==> src/rtl/hs_pkg.sv <==
// Shared types and constants for the high-score RAM responder.
package hs_pkg;

  typedef enum logic [1:0] {CPU, DRAIN, HS, RELEASE} hs_state_t;

  localparam logic [7:0] HS_OOW_DATA = 8'hFF;

endpackage

==> src/rtl/hs_rd_pipe.sv <==
// Read-return delay line: tracks which RAM read beats belong to the engine and
// whether they were out of window, then registers the returned byte.
module hs_rd_pipe #(
  parameter int RD_LAT = 1
) (
  input  logic       clk_sys,
  input  logic       reset_n,
  input  logic       valid_i,
  input  logic       oow_i,
  input  logic [7:0] ram_dout_i,
  output logic [7:0] data_o
);
  import hs_pkg::*;

  logic [RD_LAT-1:0] vld_q;
  logic [RD_LAT-1:0] oow_q;
  logic [7:0]        data_q;

  // Stage RD_LAT-1 lines up with ram_dout for the address issued RD_LAT cycles ago.
  always_ff @(posedge clk_sys or negedge reset_n) begin
    if (!reset_n) begin
      vld_q  <= '0;
      oow_q  <= '0;
      data_q <= 8'h00;
    end else begin
      vld_q[0] <= valid_i;
      oow_q[0] <= oow_i;
      for (int i = 1; i < RD_LAT; i++) begin
        vld_q[i] <= vld_q[i-1];
        oow_q[i] <= oow_q[i-1];
      end
      if (vld_q[RD_LAT-1]) begin
        data_q <= oow_q[RD_LAT-1] ? HS_OOW_DATA : ram_dout_i;
      end
    end
  end

  assign data_o = data_q;

endmodule

==> src/rtl/hs_ram_responder.sv <==
// RAM-side responder for the high-score engine: arbitrates the single work RAM
// port between the CPU and the engine, stalling and draining the CPU on request.
module hs_ram_responder #(
  parameter int          AW        = 12,
  parameter logic [15:0] BASE      = 16'h8000,
  parameter int          RD_LAT    = 1,
  parameter int          DRAIN_MAX = 63
) (
  input  logic          clk_sys,
  input  logic          reset_n,
  input  logic          hs_pause,
  input  logic [15:0]   hs_address,
  input  logic [7:0]    hs_data_in,
  input  logic          hs_write,
  output logic [7:0]    hs_data_out,
  output logic          hs_owned,
  output logic          hs_err,
  input  logic [AW-1:0] cpu_addr,
  input  logic [7:0]    cpu_din,
  input  logic          cpu_cs,
  input  logic          cpu_we,
  output logic          cpu_wait_n,
  output logic [AW-1:0] ram_addr,
  output logic [7:0]    ram_din,
  output logic          ram_we,
  input  logic [7:0]    ram_dout
);
  import hs_pkg::*;

  localparam int            CW         = $clog2(DRAIN_MAX + 1);
  localparam logic [CW-1:0] DRAIN_LAST = CW'(DRAIN_MAX - 1);

  hs_state_t     state_q, state_d;
  logic [CW-1:0] drain_cnt_q, drain_cnt_d;
  logic          err_q, err_d;
  logic [15:0]   off;
  logic          in_win;

  assign off    = hs_address - BASE;
  assign in_win = ~|(off >> AW);

  always_comb begin
    state_d     = state_q;
    drain_cnt_d = '0;
    err_d       = err_q;
    if (hs_write && state_q != HS) err_d = 1'b1;
    case (state_q)
      CPU: begin
        if (hs_pause) state_d = DRAIN;
      end
      DRAIN: begin
        drain_cnt_d = drain_cnt_q + 1'b1;
        if (!hs_pause) begin
          state_d = RELEASE;
        end else if (!cpu_cs) begin
          state_d = HS;
        end else if (drain_cnt_q == DRAIN_LAST) begin
          // CPU never let go of the bus: take the port anyway and flag it.
          state_d = HS;
          err_d   = 1'b1;
        end
      end
      HS: begin
        if (!hs_pause) state_d = RELEASE;
      end
      RELEASE: state_d = CPU;
      default: state_d = CPU;
    endcase
  end

  always_ff @(posedge clk_sys or negedge reset_n) begin
    if (!reset_n) begin
      state_q     <= CPU;
      drain_cnt_q <= '0;
      err_q       <= 1'b0;
    end else begin
      state_q     <= state_d;
      drain_cnt_q <= drain_cnt_d;
      err_q       <= err_d;
    end
  end

  // ram_we is also gated by reset so nothing is written while the core is held in reset.
  always_comb begin
    ram_addr = cpu_addr;
    ram_din  = cpu_din;
    ram_we   = cpu_cs & cpu_we;
    if (state_q == HS) begin
      ram_addr = off[AW-1:0];
      ram_din  = hs_data_in;
      ram_we   = hs_write & in_win;
    end else if (state_q == RELEASE) begin
      ram_we = 1'b0;
    end
    ram_we = ram_we & reset_n;
  end

  assign cpu_wait_n = (state_q == CPU);
  assign hs_owned   = (state_q == HS);
  assign hs_err     = err_q;

  hs_rd_pipe #(.RD_LAT(RD_LAT)) u_rd_pipe (
    .clk_sys    (clk_sys),
    .reset_n    (reset_n),
    .valid_i    (state_q == HS),
    .oow_i      (~in_win),
    .ram_dout_i (ram_dout),
    .data_o     (hs_data_out)
  );

endmodule

==> config.mk <==
export PLATFORM = sky130hd
export DESIGN_NAME = hs_ram_responder
export DESIGN_NICKNAME = d
export VERILOG_FILES = /design/src/rtl/hs_pkg.sv /design/src/rtl/hs_rd_pipe.sv /design/src/rtl/hs_ram_responder.sv
export SDC_FILE = /design/constraint.sdc
export NUM_CORES = 1
export LEC_CHECK = 0
export BUFFER_PORTS_ARGS = -buffer_cell sky130_fd_sc_hd__buf_4
export CORE_MARGIN = 2
export CORE_UTILIZATION = 39
export DETAILED_ROUTE_END_ITERATION = 6
export GPL_TIMING_DRIVEN = 0
export HOLD_SLACK_MARGIN = 0.15
export PLACE_DENSITY = 0.79
export SKIP_CTS_REPAIR_TIMING = 1
export SLEW_MARGIN = 20
export SYNTH_ARGS = -nofsm -noshare
export SYNTH_HDL_FRONTEND = slang
export SYNTH_SLANG_ARGS = --single-unit
export TNS_END_PERCENT = 20
==> constraint.sdc <==
create_clock -name clk_sys -period 2.2 [get_ports clk_sys]
set_input_delay 0.22 -clock clk_sys [delete_from_list [all_inputs] [get_ports clk_sys]]
set_output_delay 0.22 -clock clk_sys [all_outputs]
set_load 0.01 [all_outputs]
# Yosys cells after proc, flatten, opt, wreduce, memory -nomap -nowiden
# Cells that the tools add are included.
[word_totals]
register_bits = 19
latchBits = 0
ram_bits = 0
rom_bits = 0
in_bits = 58
memories = 0
[op_classes]
add_sub_neg = 2
multipliers = 0
n_div = 0
n_lt_le_gt_ge = 0
n_eq_ne = 8
shifts = 0
mux = 17
bitwise_logic = 3
n_reduce_logical = 5
[ops]
columns = ["cell", "n"]
rows = [
  ["8-bit 2-to-1 mux", 2],
  ["16-bit subtractor (second input constant)", 1],
  ["12-bit 2-to-1 mux", 1],
  ["2-bit 2-to-1 mux", 5],
  ["2-bit case mux with 4 select lines", 1],
  ["1-bit 2-to-1 mux", 7],
  ["6-bit by 1-bit adder with 6-bit output (second input constant)", 1],
  ["6-bit equality test (second input constant)", 1],
  ["6-bit 2-to-1 mux", 1],
  ["2-bit != test (second input constant)", 3],
  ["2-bit equality test (second input constant)", 2],
  ["4-bit != test (second input constant)", 1],
  ["4-bit OR reduction", 1],
  ["1-bit bitwise AND", 3],
  ["3-bit AND reduction", 1],
  ["2-bit by 1-bit equality test with 1-bit output (second input constant)", 1],
  ["2-bit zero test", 1],
  ["1-bit logical AND", 1],
  ["1-bit zero test", 1],
]

# Depth between registers and ports, before layout
[depth]
word_depth = 7
mapped_depth = 6

# Hierarchy
# Synthesis repeated with hierarchy kept, for this count alone.
[unflattened]
hier_cells = 110
hier_area_um2 = 1188.6
[by_module_without_submodules]
columns = ["mod", "n_inst", "cells_per_inst", "area_per_inst_um2", "seq_area_each_um2"]
rows = [
  ["hs_ram_responder", 1, 73, 789.5, 225.2],
  ["hs_rd_pipe", 1, 37, 399.1, 250.2],
]

# Least setup slack after synthesis
# Ideal clock, no wire load.
[synth_path]
path_kind = "flip-flop to flip-flop"
from = "reg state_q[0]"
to = "reg state_q[1]"
setup_ns = 0.128
arrival_ns = 1.576
slack_ns = 0.496
stages_incl_launch_ff = 6
path_buffers = 0
synth_period_minus_slack_ns = 1.704
path_cell_list = "dfrtp_1 > inv_1 > ha_1 > mux2_4 > a41oi_2 > mux2_1"
[synth_via]
elab_chain_cells = 3
word_cells_on_any_way = 9
classes_between = "6 x eq/ne; 1 x mux; 2 x reduce/logical"
[synth_rtl]
columns = ["item", "line_no", "rtl"]
rows = [
  ["from (decl)", "hs_ram_responder.sv:33", "hs_state_t state_q, state_d;"],
  ["from (signal assigned)", "hs_ram_responder.sv:77", "state_q <= state_d;"],
  ["2-bit equality test *", "n/a", ""],
  ["via hs_owned", "hs_ram_responder.sv:16", "output logic hs_owned,"],
  ["2-bit != test (no source line)", "n/a", ""],
  ["3-bit AND reduction (no source line)", "n/a", ""],
]
# The timed path passes the listed nets; every way through them passes the cells marked *.
# A chain may end at the register's enable or synchronous reset.

# Worst setup path after layout
[layout_path]
from = "reg state_q[0]"
to = "out ram_addr[10]"
[layout_via]
elab_chain_cells = 2
[layout_rtl]
columns = ["item", "line_no", "rtl"]
rows = [
  ["2-bit equality test", "hs_ram_responder.sv:88", "if (state_q == HS) begin"],
  ["12-bit 2-to-1 mux", "hs_ram_responder.sv:88", ""],
  ["to (decl)", "hs_ram_responder.sv:23", "output logic [AW-1:0] ram_addr,"],
]
# No other way between the ends.

==> impl_metrics.tcl <==
set metrics [dict create \
    ys_warn_count 0 \
    cellPowerDensity_mw_per_mm2 829 \
    cp-end-kind "output pin" \
    hold_violations 0 \
    synth_most_common_cell "mux2_2" \
    synth_commonest_cells "mux2_2, dfrtp_1, nor2_1" \
    synthesis.nets 175 \
    core_sq_mm 0.00278 \
    postLayoutCoreUtil_pct 69.5 \
    r2r_cells 5 \
    outcome "complete, no violations" \
    clockRootBuffer "clkbuf_4" \
    yosysUniqueCellTypes 25 \
    holdPathStages 3 \
    muxShareOfSynthArea_pct 22.7 \
    nFillCells 219 \
    drc 0 \
    post-place-cells 230 \
    netlist.area_leader.share_pct 41.3 \
    cp-start-kind "register" \
    setup.worst_path.start "state_q[0]" \
    htree_levels 1 \
    slew_headroom_pct 80.0 \
    grt_max_degree 21 \
    vias 1141 \
    clk_path_buf_depth 2 \
    antenna_left 0 \
    report.final.slew_viol_count 0 \
    hpwl_um 2460 \
    min_from "hs_write" \
    port_buffers 89 \
    ys_seq_area_share_pct 41.3 \
    initial_core_util_pct 41.4 \
    cts_tree "built" \
    synthAdderAreaFrac_pct 7.60 \
    fin_skew_ns 0.00426 \
    antenna_found_initial 0 \
    die_h_um 58.4 \
    fp.dieW_um 58.4 \
    cts.sink_count 19 \
    period_share_pct 94.0 \
    hp-class "in -> reg" \
    routabilityCongestion 0.748 \
    ys_ff_latch 19 \
    fmax_ghz 0.483 \
    dieArea_sq_mm 0.00341 \
    synth-compound-area-share_pct 6.95 \
    critPathArrivalTime_ns 1.85 \
    drt_wl_total_um 3010 \
    syn-instance-count 110 \
    async_flop_share_pct 100 \
    cellLeakagePower_uw 0.000937 \
    rows 19 \
    synth_edf_count 0 \
    grt_usage_pct 18.4 \
    via_per_inst 4.81 \
    avgSynthCellArea_sq_um 10.5 \
    grt_pass1_wl_um 4790 \
    synth-simple-area-share_pct 15.2 \
    synth_area_leaders "dfrtp_1, mux2_2, ha_1, nor2_1, a21oi_1" \
    insertedDiodeCount 0 \
    max-cap-violations 0 \
    cts_made_buffers 3 \
    cts.clk_slew.worst_paths_ns 0.10 \
    critPathKind "reg -> out" \
    firstDrtPassIters 4 \
    synthToLayoutAreaGrowth_pct 67.8 \
    setup_viol 0 \
    regToRegStartpoint "state_q[0]" \
    cp_max_fo 10 \
    grt_pass1_vias 1126 \
    tightest_slew_ns 0.300 \
    drive_gt1_share_pct 58.3 \
    ys.flop_type "dfrtp_1" \
    vdd_drop_max_uv 609 \
    instances_no_fill 237 \
    rsz0062_at_grt "no" \
    fin_crit_ns 2.07 \
    io_pins 90 \
    synth_top_family_by_area "multiplexers" \
    drtIter0Drc 25 \
    gr-total-overflow 0 \
    post_drt_wl_per_cell_um 12.7 \
    synthesis.area_sq_mm 0.00115 \
    yosys.area.top_type "dfrtp_1" \
    clk_latency_ns 0.29 \
    final_net_count 272 \
    cp.required_ns 1.98 \
    synthXorXnorAreaFrac_pct 3.04 \
]
[report_power, final]
| group | switching [uW] | leakage, uW | internal, uW |
|---|---|---|---|
| combinational | 427 | 0.000713 | 547 |
| sequential | 49.8 | 0.000208 | 407 |
| clock | 101 | 0.0000150 | 70.5 |
| total | 578 | 0.000937 | 1020 |
[kinds of logic (layout without fill, tap and decap cells)]
kind of cell	count (synthesis)	after routing
simple gates	35	35
compound gates	13	13
mux	23	23
flops	19	19
buf+inv	9	105
xor+xnor	4	4
fa+ha+maj	7	7
[worst max-delay path: stages, from the launching register on]
cell	delay [ns]
dfrtp_1	0.44
inv_1	0.18
ha_4	0.21
clkbuf_4	0.22
mux2_2	0.35
buf_4	0.15
[sequential cells by signal (all words and copies together) (netlist names)]
signal / flops
state_q: 2
u_rd_pipe.vld_q: 1
hs_err: 1
u_rd_pipe.data_o: 8
drain_cnt_q: 6
u_rd_pipe.oow_q: 1
[metrics by stage]
stage | setup TNS, ns | power (uW) | worst slack, ns | hold slack [ns] | area [sq um]
after floorplan | 0 | 1010 | 0.496 | -0.0756 | 1150
after global placement | 0 | 1380 | 0.326 | 0.107 | 1860
after detailed placement | 0 | 1410 | 0.277 | 0.109 | 1860
after CTS | -1.10 | 1590 | -0.0684 | -0.224 | 1890
after global routing | 0 | 1730 | 0.00179 | 0.167 | 1930
final | 0 | 1600 | 0.131 | 0.172 | 1930
[path summary, 6_finish.rpt]
| check | end | slack (ns) |
|---|---|---|
| min | hs_err | 0.17 |
| min in group asynchronous | u_rd_pipe.data_o[6] | 0.35 |
| max in group asynchronous | state_q[0] | 1.65 |
| max reg2reg | state_q[1] | 0.46 |
| max | ram_addr[10] | 0.13 |
| min reg2reg | drain_cnt_q[0] | 0.49 |
[per-layer routing]
layer | GRT usage [%] | part of all wire [%]
met1 | 21.5 | 39
met2 | 33.9 | 52
met3 | 2.64 | 8.2
met4 | 6.98 | 0.66
met5 | 0 | 0
[placed cells by master, fill, tap and decap left out, types with 3 or more instances in the layout]
| master | instances |
|---|---|
| ha_1 | 6 |
| nand3_1 | 3 |
| dlygate4sd3_1 | 3 |
| xnor2_1 | 3 |
| nand2_1 | 3 |
| buf_4 | 89 |
| a21oi_1 | 9 |
| inv_1 | 4 |
| dfrtp_1 | 19 |
| clkbuf_1 | 3 |
| and2_1 | 3 |
| nor2_1 | 19 |
| nor2b_1 | 3 |
| mux2_2 | 20 |
| clkbuf_4 | 5 |
[final cells by class]
cell class / count / area, sq um / area share [%]
inverters: 4 / 15.0 / 0.777
clock buffers: 4 / 26.3 / 1.36
plain buffers: 5 / 27.5 / 1.42
well taps: 31 / 38.8 / 2.01
multi-input cells: 82 / 652 / 33.7
flip-flops and latches: 19 / 475 / 24.6
repair buffers: 92 / 698 / 36.1
Note: power is estimated with default switching activity, not from simulation.
